$ cat src/rtl/mem_arb_pkg.sv
// Shared types and constants for the IF/MEM memory arbiter.
// The optional fair-arbitration build is selected with MEM_ARB_FAIR_EN.
package mem_arb_pkg;

  typedef enum logic [1:0] {
    IDLE  = 2'd0,
    ISSUE = 2'd1,
    WAIT  = 2'd2
  } arb_state_e;

  localparam logic PORT_IF = 1'b0;
  localparam logic PORT_DM = 1'b1;

  localparam int WDOG_MAX_DEF = 64;

endpackage

$ cat src/rtl/mem_arb_wdog.sv
// Access watchdog: cleared when an access is issued, counts while waiting for ack.
// expired fires on the waiting cycle whose increment would reach MAX.
module mem_arb_wdog
  import mem_arb_pkg::*;
#(
  parameter int MAX = WDOG_MAX_DEF
) (
  input  logic clk,
  input  logic rst,
  input  logic clr,
  input  logic inc,
  output logic expired
);

  localparam int CNT_W = $clog2(MAX + 1);
  localparam logic [CNT_W-1:0] MAX_C  = CNT_W'(MAX);
  localparam logic [CNT_W-1:0] LAST_C = CNT_W'(MAX - 1);
  localparam logic [CNT_W-1:0] ONE_C  = CNT_W'(1);

  logic [CNT_W-1:0] cnt_r;

  // wait-cycle counter, saturating at MAX
  always_ff @(posedge clk or posedge rst) begin
    if (rst) begin
      cnt_r <= {CNT_W{1'b0}};
    end else if (clr) begin
      cnt_r <= {CNT_W{1'b0}};
    end else if (inc && (cnt_r != MAX_C)) begin
      cnt_r <= cnt_r + ONE_C;
    end
  end

  assign expired = inc & (cnt_r == LAST_C);

endmodule

$ cat src/rtl/mem_arbiter.sv
// Arbitrates the fetch (IF) and data (MEM) ports onto one variable-latency memory.
// Define MEM_ARB_FAIR_EN to alternate grants on contention instead of data-first priority.
module mem_arbiter
  import mem_arb_pkg::*;
#(
  parameter int ADDR_W   = 16,
  parameter int DATA_W   = 16,
  parameter int WDOG_MAX = WDOG_MAX_DEF
) (
  input  logic              clk,
  input  logic              rst,
  input  logic              if_req,
  input  logic [ADDR_W-1:0] if_addr,
  output logic [DATA_W-1:0] if_rdata,
  output logic              if_done,
  output logic              if_stall,
  input  logic              dm_rd,
  input  logic              dm_wr,
  input  logic [ADDR_W-1:0] dm_addr,
  input  logic [DATA_W-1:0] dm_wdata,
  output logic [DATA_W-1:0] dm_rdata,
  output logic              dm_done,
  output logic              dm_stall,
  output logic              mem_en,
  output logic              mem_wr,
  output logic [ADDR_W-1:0] mem_addr,
  output logic [DATA_W-1:0] mem_wdata,
  input  logic [DATA_W-1:0] mem_rdata,
  input  logic              mem_ack,
  output logic              err
);

  arb_state_e        state_r, next_state_s;
  logic              port_r;
  logic              mem_en_r, mem_wr_r;
  logic [ADDR_W-1:0] mem_addr_r;
  logic [DATA_W-1:0] mem_wdata_r;
  logic [DATA_W-1:0] if_rdata_r, dm_rdata_r;
  logic              if_done_r, dm_done_r;
  logic              err_r;

  logic dm_req_s, if_cand_s, dm_cand_s;
  logic pick_s, grant_s, grant_err_s;
  logic ack_s, wdog_exp_s, timeout_s, finish_s;

  // A port completing this cycle is masked so its still-held request is not re-taken.
  assign dm_req_s  = dm_rd | dm_wr;
  assign if_cand_s = if_req & ~if_done_r;
  assign dm_cand_s = dm_req_s & ~dm_done_r;

  assign ack_s     = mem_ack & ((state_r == ISSUE) | (state_r == WAIT));
  assign timeout_s = wdog_exp_s & ~ack_s;
  assign finish_s  = ack_s | timeout_s;

`ifdef MEM_ARB_FAIR_EN
  logic last_grant_r;

  // remember which port won the previous grant
  always_ff @(posedge clk or posedge rst) begin
    if (rst) begin
      last_grant_r <= PORT_IF;
    end else if (grant_s) begin
      last_grant_r <= pick_s;
    end
  end

  // on contention the port not granted last wins
  always_comb begin
    pick_s = PORT_IF;
    if (dm_cand_s && if_cand_s) begin
      pick_s = ~last_grant_r;
    end else if (dm_cand_s) begin
      pick_s = PORT_DM;
    end else begin
      pick_s = PORT_IF;
    end
  end
`else
  // data port (older instruction) always beats fetch
  always_comb begin
    pick_s = PORT_IF;
    if (dm_cand_s) begin
      pick_s = PORT_DM;
    end else begin
      pick_s = PORT_IF;
    end
  end
`endif

  // next-state logic and grant strobe
  always_comb begin
    next_state_s = state_r;
    grant_s      = 1'b0;
    case (state_r)
      IDLE: begin
        if (dm_cand_s || if_cand_s) begin
          grant_s      = 1'b1;
          next_state_s = ISSUE;
        end else begin
          next_state_s = IDLE;
        end
      end
      ISSUE: begin
        if (mem_ack) begin
          next_state_s = IDLE;
        end else begin
          next_state_s = WAIT;
        end
      end
      WAIT: begin
        if (finish_s) begin
          next_state_s = IDLE;
        end else begin
          next_state_s = WAIT;
        end
      end
      default: next_state_s = IDLE;
    endcase
  end

  // illegal request shapes are flagged at grant; the access is still carried out
  always_comb begin
    grant_err_s = 1'b0;
    if (!grant_s) begin
      grant_err_s = 1'b0;
    end else if (pick_s == PORT_DM) begin
      grant_err_s = (dm_rd & dm_wr) | dm_addr[0];
    end else begin
      grant_err_s = if_addr[0];
    end
  end

  // FSM state register
  always_ff @(posedge clk or posedge rst) begin
    if (rst) begin
      state_r <= IDLE;
    end else begin
      state_r <= next_state_s;
    end
  end

  // latched access, memory strobe, completion pulses, read data and sticky error
  always_ff @(posedge clk or posedge rst) begin
    if (rst) begin
      port_r      <= PORT_IF;
      mem_en_r    <= 1'b0;
      mem_wr_r    <= 1'b0;
      mem_addr_r  <= {ADDR_W{1'b0}};
      mem_wdata_r <= {DATA_W{1'b0}};
      if_rdata_r  <= {DATA_W{1'b0}};
      dm_rdata_r  <= {DATA_W{1'b0}};
      if_done_r   <= 1'b0;
      dm_done_r   <= 1'b0;
      err_r       <= 1'b0;
    end else begin
      mem_en_r  <= grant_s;
      if_done_r <= finish_s & (port_r == PORT_IF);
      dm_done_r <= finish_s & (port_r == PORT_DM);
      err_r     <= err_r | grant_err_s | timeout_s;
      if (grant_s) begin
        port_r <= pick_s;
        if (pick_s == PORT_DM) begin
          mem_addr_r  <= {dm_addr[ADDR_W-1:1], 1'b0};
          mem_wdata_r <= dm_wdata;
          mem_wr_r    <= dm_wr;
        end else begin
          mem_addr_r  <= {if_addr[ADDR_W-1:1], 1'b0};
          mem_wdata_r <= {DATA_W{1'b0}};
          mem_wr_r    <= 1'b0;
        end
      end
      if (ack_s && !mem_wr_r) begin
        if (port_r == PORT_DM) begin
          dm_rdata_r <= mem_rdata;
        end else begin
          if_rdata_r <= mem_rdata;
        end
      end else if (timeout_s) begin
        if (port_r == PORT_DM) begin
          dm_rdata_r <= {DATA_W{1'b0}};
        end else begin
          if_rdata_r <= {DATA_W{1'b0}};
        end
      end
    end
  end

  mem_arb_wdog #(
    .MAX(WDOG_MAX)
  ) u_wdog (
    .clk    (clk),
    .rst    (rst),
    .clr    (grant_s),
    .inc    (state_r == WAIT),
    .expired(wdog_exp_s)
  );

  assign mem_en    = mem_en_r;
  assign mem_wr    = mem_wr_r;
  assign mem_addr  = mem_addr_r;
  assign mem_wdata = mem_wdata_r;
  assign if_rdata  = if_rdata_r;
  assign dm_rdata  = dm_rdata_r;
  assign if_done   = if_done_r;
  assign dm_done   = dm_done_r;
  assign err       = err_r;
  assign if_stall  = if_req & ~if_done_r;
  assign dm_stall  = dm_req_s & ~dm_done_r;

endmodule

$ cat config.mk
export PLATFORM = sky130hd
export DESIGN_NAME = mem_arbiter
export DESIGN_NICKNAME = d
export VERILOG_FILES = /design/src/rtl/mem_arb_pkg.sv /design/src/rtl/mem_arb_wdog.sv /design/src/rtl/mem_arbiter.sv
export SDC_FILE = /design/constraint.sdc
export NUM_CORES = 1
export LEC_CHECK = 0
export ABC_AREA = 1
export BUFFER_PORTS_ARGS = -buffer_cell sky130_fd_sc_hd__clkbuf_2
export CAP_MARGIN = 20
export CORE_MARGIN = 3
export CORE_UTILIZATION = 44
export DETAILED_ROUTE_END_ITERATION = 10
export HOLD_SLACK_MARGIN = 0.02
export PLACE_DENSITY = 0.86
export SKIP_LAST_GASP = 1
export SYNTH_ARGS = -nofsm -noshare
export SYNTH_HDL_FRONTEND = slang
export SYNTH_SLANG_ARGS = --single-unit
export TNS_END_PERCENT = 30
$ cat constraint.sdc
create_clock -name clk -period 2.7 [get_ports clk]
set_clock_uncertainty 0.1 [all_clocks]
set_input_delay 0.54 -clock clk [delete_from_list [all_inputs] [get_ports clk]]
set_output_delay 0.54 -clock clk [all_outputs]
set_load 0.05 [all_outputs]
After elaboration in Yosys (flattened, before gate mapping)
Index checks and enable logic that the tools add are counted.
- register bits: 79
- bits in latches: 0
- RAM bits: 0
- ROM bits: 0
- bits of input ports: 70
- output and inout bits: 71
- word-level logic and storage cells: 70
- memories kept: 0
- $add $sub $neg: 1
- multipliers: 0
- div/mod/pow operators: 0
- $lt $le $gt $ge: 0
- equal/unequal tests: 8
- shifts and indexed selects: 0
- multiplexer cells: 22
- bitwise gates (word level): 18
- reduce and logical (&&, ||, !) cells: 9
- operator list (operator ; count):
    16-bit 2-to-1 mux ; 10
    7-bit 2-to-1 mux ; 2
    1-bit bitwise AND ; 8
    2-bit != test (second input constant) ; 4
    7-bit by 1-bit adder with 7-bit output (second input constant) ; 1
    7-bit by 6-bit equality test with 1-bit output (second input constant) ; 1
    1-bit 2-to-1 mux ; 7
    7-bit != test (second input constant) ; 1
    1-bit OR ; 6
    2-bit one-hot mux with 3 select lines ; 1
    3-bit AND reduction ; 2
    2-bit 2-to-1 mux ; 2
    1-bit NOT ; 4
    2-bit nonzero test ; 2
    2-bit by 1-bit equality test with 1-bit output (second input constant) ; 1
    2-bit equality test (second input constant) ; 1
    1-bit logical AND ; 2
    2-bit logical NOT ; 1
    1-bit logical NOT ; 1
    1-bit logical OR ; 1

Depth between registers and ports, before layout
- depth after elaboration: 8
- gate-level depth with buffers: 9
- gate-level depth less buffers: 8

Cells and area by module
A second synthesis with hierarchy kept.
- cells, all modules: 467
- area, all modules: 3649.8 um^2
- by module, submodules not included (module ; times used ; cells an instance ; area an instance (um^2) ; sequential area each (um^2)):
    mem_arbiter ; 1 ; 403 ; 3163.0 ; 1751.7
    mem_arb_wdog ; 1 ; 64 ; 486.7 ; 175.2

Worst setup path before layout
Ideal clock, no wire load.
- path type: register to output
- start: register dm_done_r, in the netlist dm_done
- end: output dm_stall
- arrival: 1555 ps
- required time: 2060 ps
- setup slack: 505 ps
- stages on the path, launching flop included: 4
- buffers on the path: 1
- cell sequence: dfrtp_1 > o21bai_4 > inv_2 > clkbuf_1
- word-level cells in the longest chain between the ends: 2
- RTL lines (item ; RTL line ; source):
    start: declaration ; mem_arbiter.sv:39 ; logic if_done_r, dm_done_r;
    start signal: assignment ; mem_arbiter.sv:158 ; dm_done_r <= finish_s & (port_r == PORT_DM);
    1-bit NOT ; mem_arbiter.sv:208 ; assign dm_stall = dm_req_s & ~dm_done_r;
    1-bit bitwise AND ; mem_arbiter.sv:208 ;
    end: declaration ; mem_arbiter.sv:23 ; output logic dm_stall,
Every way passes these cells.

Final worst setup path
Same ends and word-level chain as after synthesis.

==> flow_metrics.env <==
export IMPL_tightest_slew_ns=0.703
export IMPL_drt_iter0_markers=150
export IMPL_cts_tree="done"
export IMPL_max_cap_viol_count=0
export IMPL_crit_required_ns=2.06
export IMPL_layout_nets=647
export IMPL_fin_crit_ns=2.18
export IMPL_hold_path_class="input pin to asynchronous set/reset pin"
export IMPL_start_util_pct=45.9
export IMPL_clock_sinks=78
export IMPL_drt_pass1_iterations=4
export IMPL_synth_warnings=0
export IMPL_coreArea_um2=7810
export IMPL_wl_per_cell_um=13.3
export IMPL_critPathKind="flip-flop to output pin"
export IMPL_p_leak_nw=2.66
export IMPL_timing_slew_headroom_pct=53.0
export IMPL_post_cts_buffers=0
export IMPL_synth_largest_area_cell="dfrtp_1"
export IMPL_setup_viol=0
export IMPL_root_buffer="clkbuf_8"
export IMPL_fp_dieW_um=96.3
export IMPL_clk_path_buf_depth=2
export IMPL_critPathLaunchType="flip-flop"
export IMPL_fin_setup_tns_ns=0
export IMPL_fill_cells=715
export IMPL_synthArstFlopShare_pct=100
export IMPL_vdd_drop_max_v=0.000702
export IMPL_end_kind="output pin"
export IMPL_cellPowerDensity_nw_per_um2=1420
export IMPL_areaGrowthSynthToFinish_pct=26.6
export IMPL_n_antenna_cell=0
export IMPL_grt_pass1_wl_mm=14.1
export IMPL_top_level_ports=141
export IMPL_cts_hold_buf=0
export IMPL_grt_pass1_vias=3131
export IMPL_syn_avg_cell_area_um2=8.28
export IMPL_period_share_pct=80.7
export IMPL_cts_buffers_inserted=9
export IMPL_layout_drive_gt1_share_pct=33.2
export IMPL_gp_congestion=0.807
export IMPL_die_h_um=96.3
export IMPL_place_port_buffers=139
export IMPL_postCtsResizedCells=0
export IMPL_overflow=0
export IMPL_rows=32
export IMPL_fmax_mhz=459
export IMPL_yosysTopAreaCellShare_pct=54.4
export IMPL_wl_mm=9.02
export IMPL_final_max_slew_viol_count=0
export IMPL_yosysSeqAreaShare_pct=54.4
export IMPL_worstPathArrival_ns=1.54
export IMPL_yosys_cell_count_top_type="nand2_1"
export IMPL_syn_nets=509
export IMPL_antenna_left=0
export IMPL_total_power_mw=6.43
export IMPL_insertion_delay_ns=0.34
export IMPL_antenna_found_initial=0
export IMPL_hold_viol_final=0
export IMPL_final_core_util_pct=58.2
export IMPL_vias=3262
export IMPL_drc=0
export IMPL_grt_usage_pct=19.5
export IMPL_synth_cell_types=26
export IMPL_synth_edf_count=0
export IMPL_path_clk_slew_ns=0.09
export IMPL_syn_inst=433
export IMPL_rsz0062_at_grt="no"
export IMPL_synthesis_area_um2=3590
export IMPL_synth_ff_type="dfrtp_1"
export IMPL_critPathMaxFanout=19
export IMPL_dieArea_um2=9270
export IMPL_synth_top_cells_by_count="191 x nand2_1, 78 x dfrtp_1, 32 x inv_1, 27 x nor2_1, 20 x nand3_1"
export IMPL_synth_top_cells_by_area="dfrtp_1 54%, nand2_1 20%, inv_1 3.3%"
export IMPL_whs_ns=0.113
export IMPL_synth_seq_cells=78
export IMPL_hpwl_mm=6.64
export IMPL_via_per_inst=4.81
export IMPL_grt_max_degree=35
export IMPL_cts_max_level=3
export IMPL_status="completed"
[layer usage]
metal  GRT usage, %  wire length [um]  up-vias
li1               -                 -     1614
met1           22.7              3680     1523
met2           34.0              4520      112
met3           5.71               711       13
met4           6.89               108        0
met5              0                 0        -
[placed cells by master (no fill, tap or decap), types with 2 or more instances in the layout]
cell	count
nand2_2	4
nand2_4	3
ha_1	6
nand3_2	3
clkbuf_8	9
o211ai_1	15
nand4_1	3
o21ai_0	6
nand2_1	191
clkinv_2	2
nand3_1	20
or2_2	16
clkinv_4	2
a21oi_1	3
buf_4	6
dfrtp_1	78
nor2_1	27
inv_1	31
clkinvlp_4	2
clkbuf_2	139
[where the power goes]
group / total (mW) / switching, mW / internal [mW]
Combinational: 3.66 / 2.87 / 0.793
Clock: 0.805 / 0.460 / 0.345
Sequential: 1.96 / 0.288 / 1.67
Total: 6.43 / 3.62 / 2.81
[flip-flops by register name, summed over array words and instances, names as in the netlist]
register / cells
dm_rdata: 16
if_rdata: 16
mem_wdata: 16
mem_addr: 15
u_wdog.cnt_r: 7
state_r: 2
dm_done: 1
err: 1
if_done: 1
mem_en: 1
mem_wr: 1
port_r: 1
[layout make-up]
type / count / area, um2 / area share (%)
clock buffers: 9 / 124 / 2.73
repair buffers: 145 / 741 / 16.3
multi-input cells: 303 / 1410 / 31.1
inverters: 34 / 129 / 2.84
clock inverters: 7 / 57.6 / 1.27
well taps: 102 / 128 / 2.81
flip-flops and latches: 78 / 1950 / 43.0
[worst max-delay path, stage by stage (launching register included)]
cell and delay, ns:
dfrtp_1 0.39, o21bai_4 0.25, inv_2 0.21, clkbuf_2 0.34
[cell families after synthesis]
family                   after synthesis  share of synthesized area (%)
AO/OA/AOI/OAI                         26                           5.06
XOR/XNOR                               2                          0.488
buffers and inverters                 52                           6.28
adder cells (fa/ha/maj)                6                           2.09
AND/OR/NAND/NOR                      268                           31.6
other                                  1                          0.105
flip-flops                            78                           54.4
[metrics by stage]
stage	area, um2	instances	setup slack (ns)
final	4540	678	0.520
after global routing	4540	678	0.442
after CTS	4540	678	0.504
after detailed placement	4360	662	0.324
after global placement	4360	662	0.398
after floorplan	3590	433	0.0650
[worst paths after layout]
check,start,end,slack (ns),cells past startpoint
worst min-delay path,rst,if_rdata[14]$_DFFE_PP0P_,0.11,2
worst min register to register,mem_wdata[7]$_DFFE_PP0N_,mem_wdata[7]$_DFFE_PP0N_,0.38,2
worst max register to register,state_r[0]$_DFF_PP0_,u_wdog.cnt_r[6]$_DFFE_PP0P_,0.64,8
worst max-delay path,dm_done$_DFF_PP0_,dm_stall,0.52,3
max in group asynchronous,rst,dm_rdata[14]$_DFFE_PP0P_,1.66,3
min in group clk,dm_wdata[3],mem_wdata[3]$_DFFE_PP0N_,0.32,3
(Power assumes the default switching activity.)
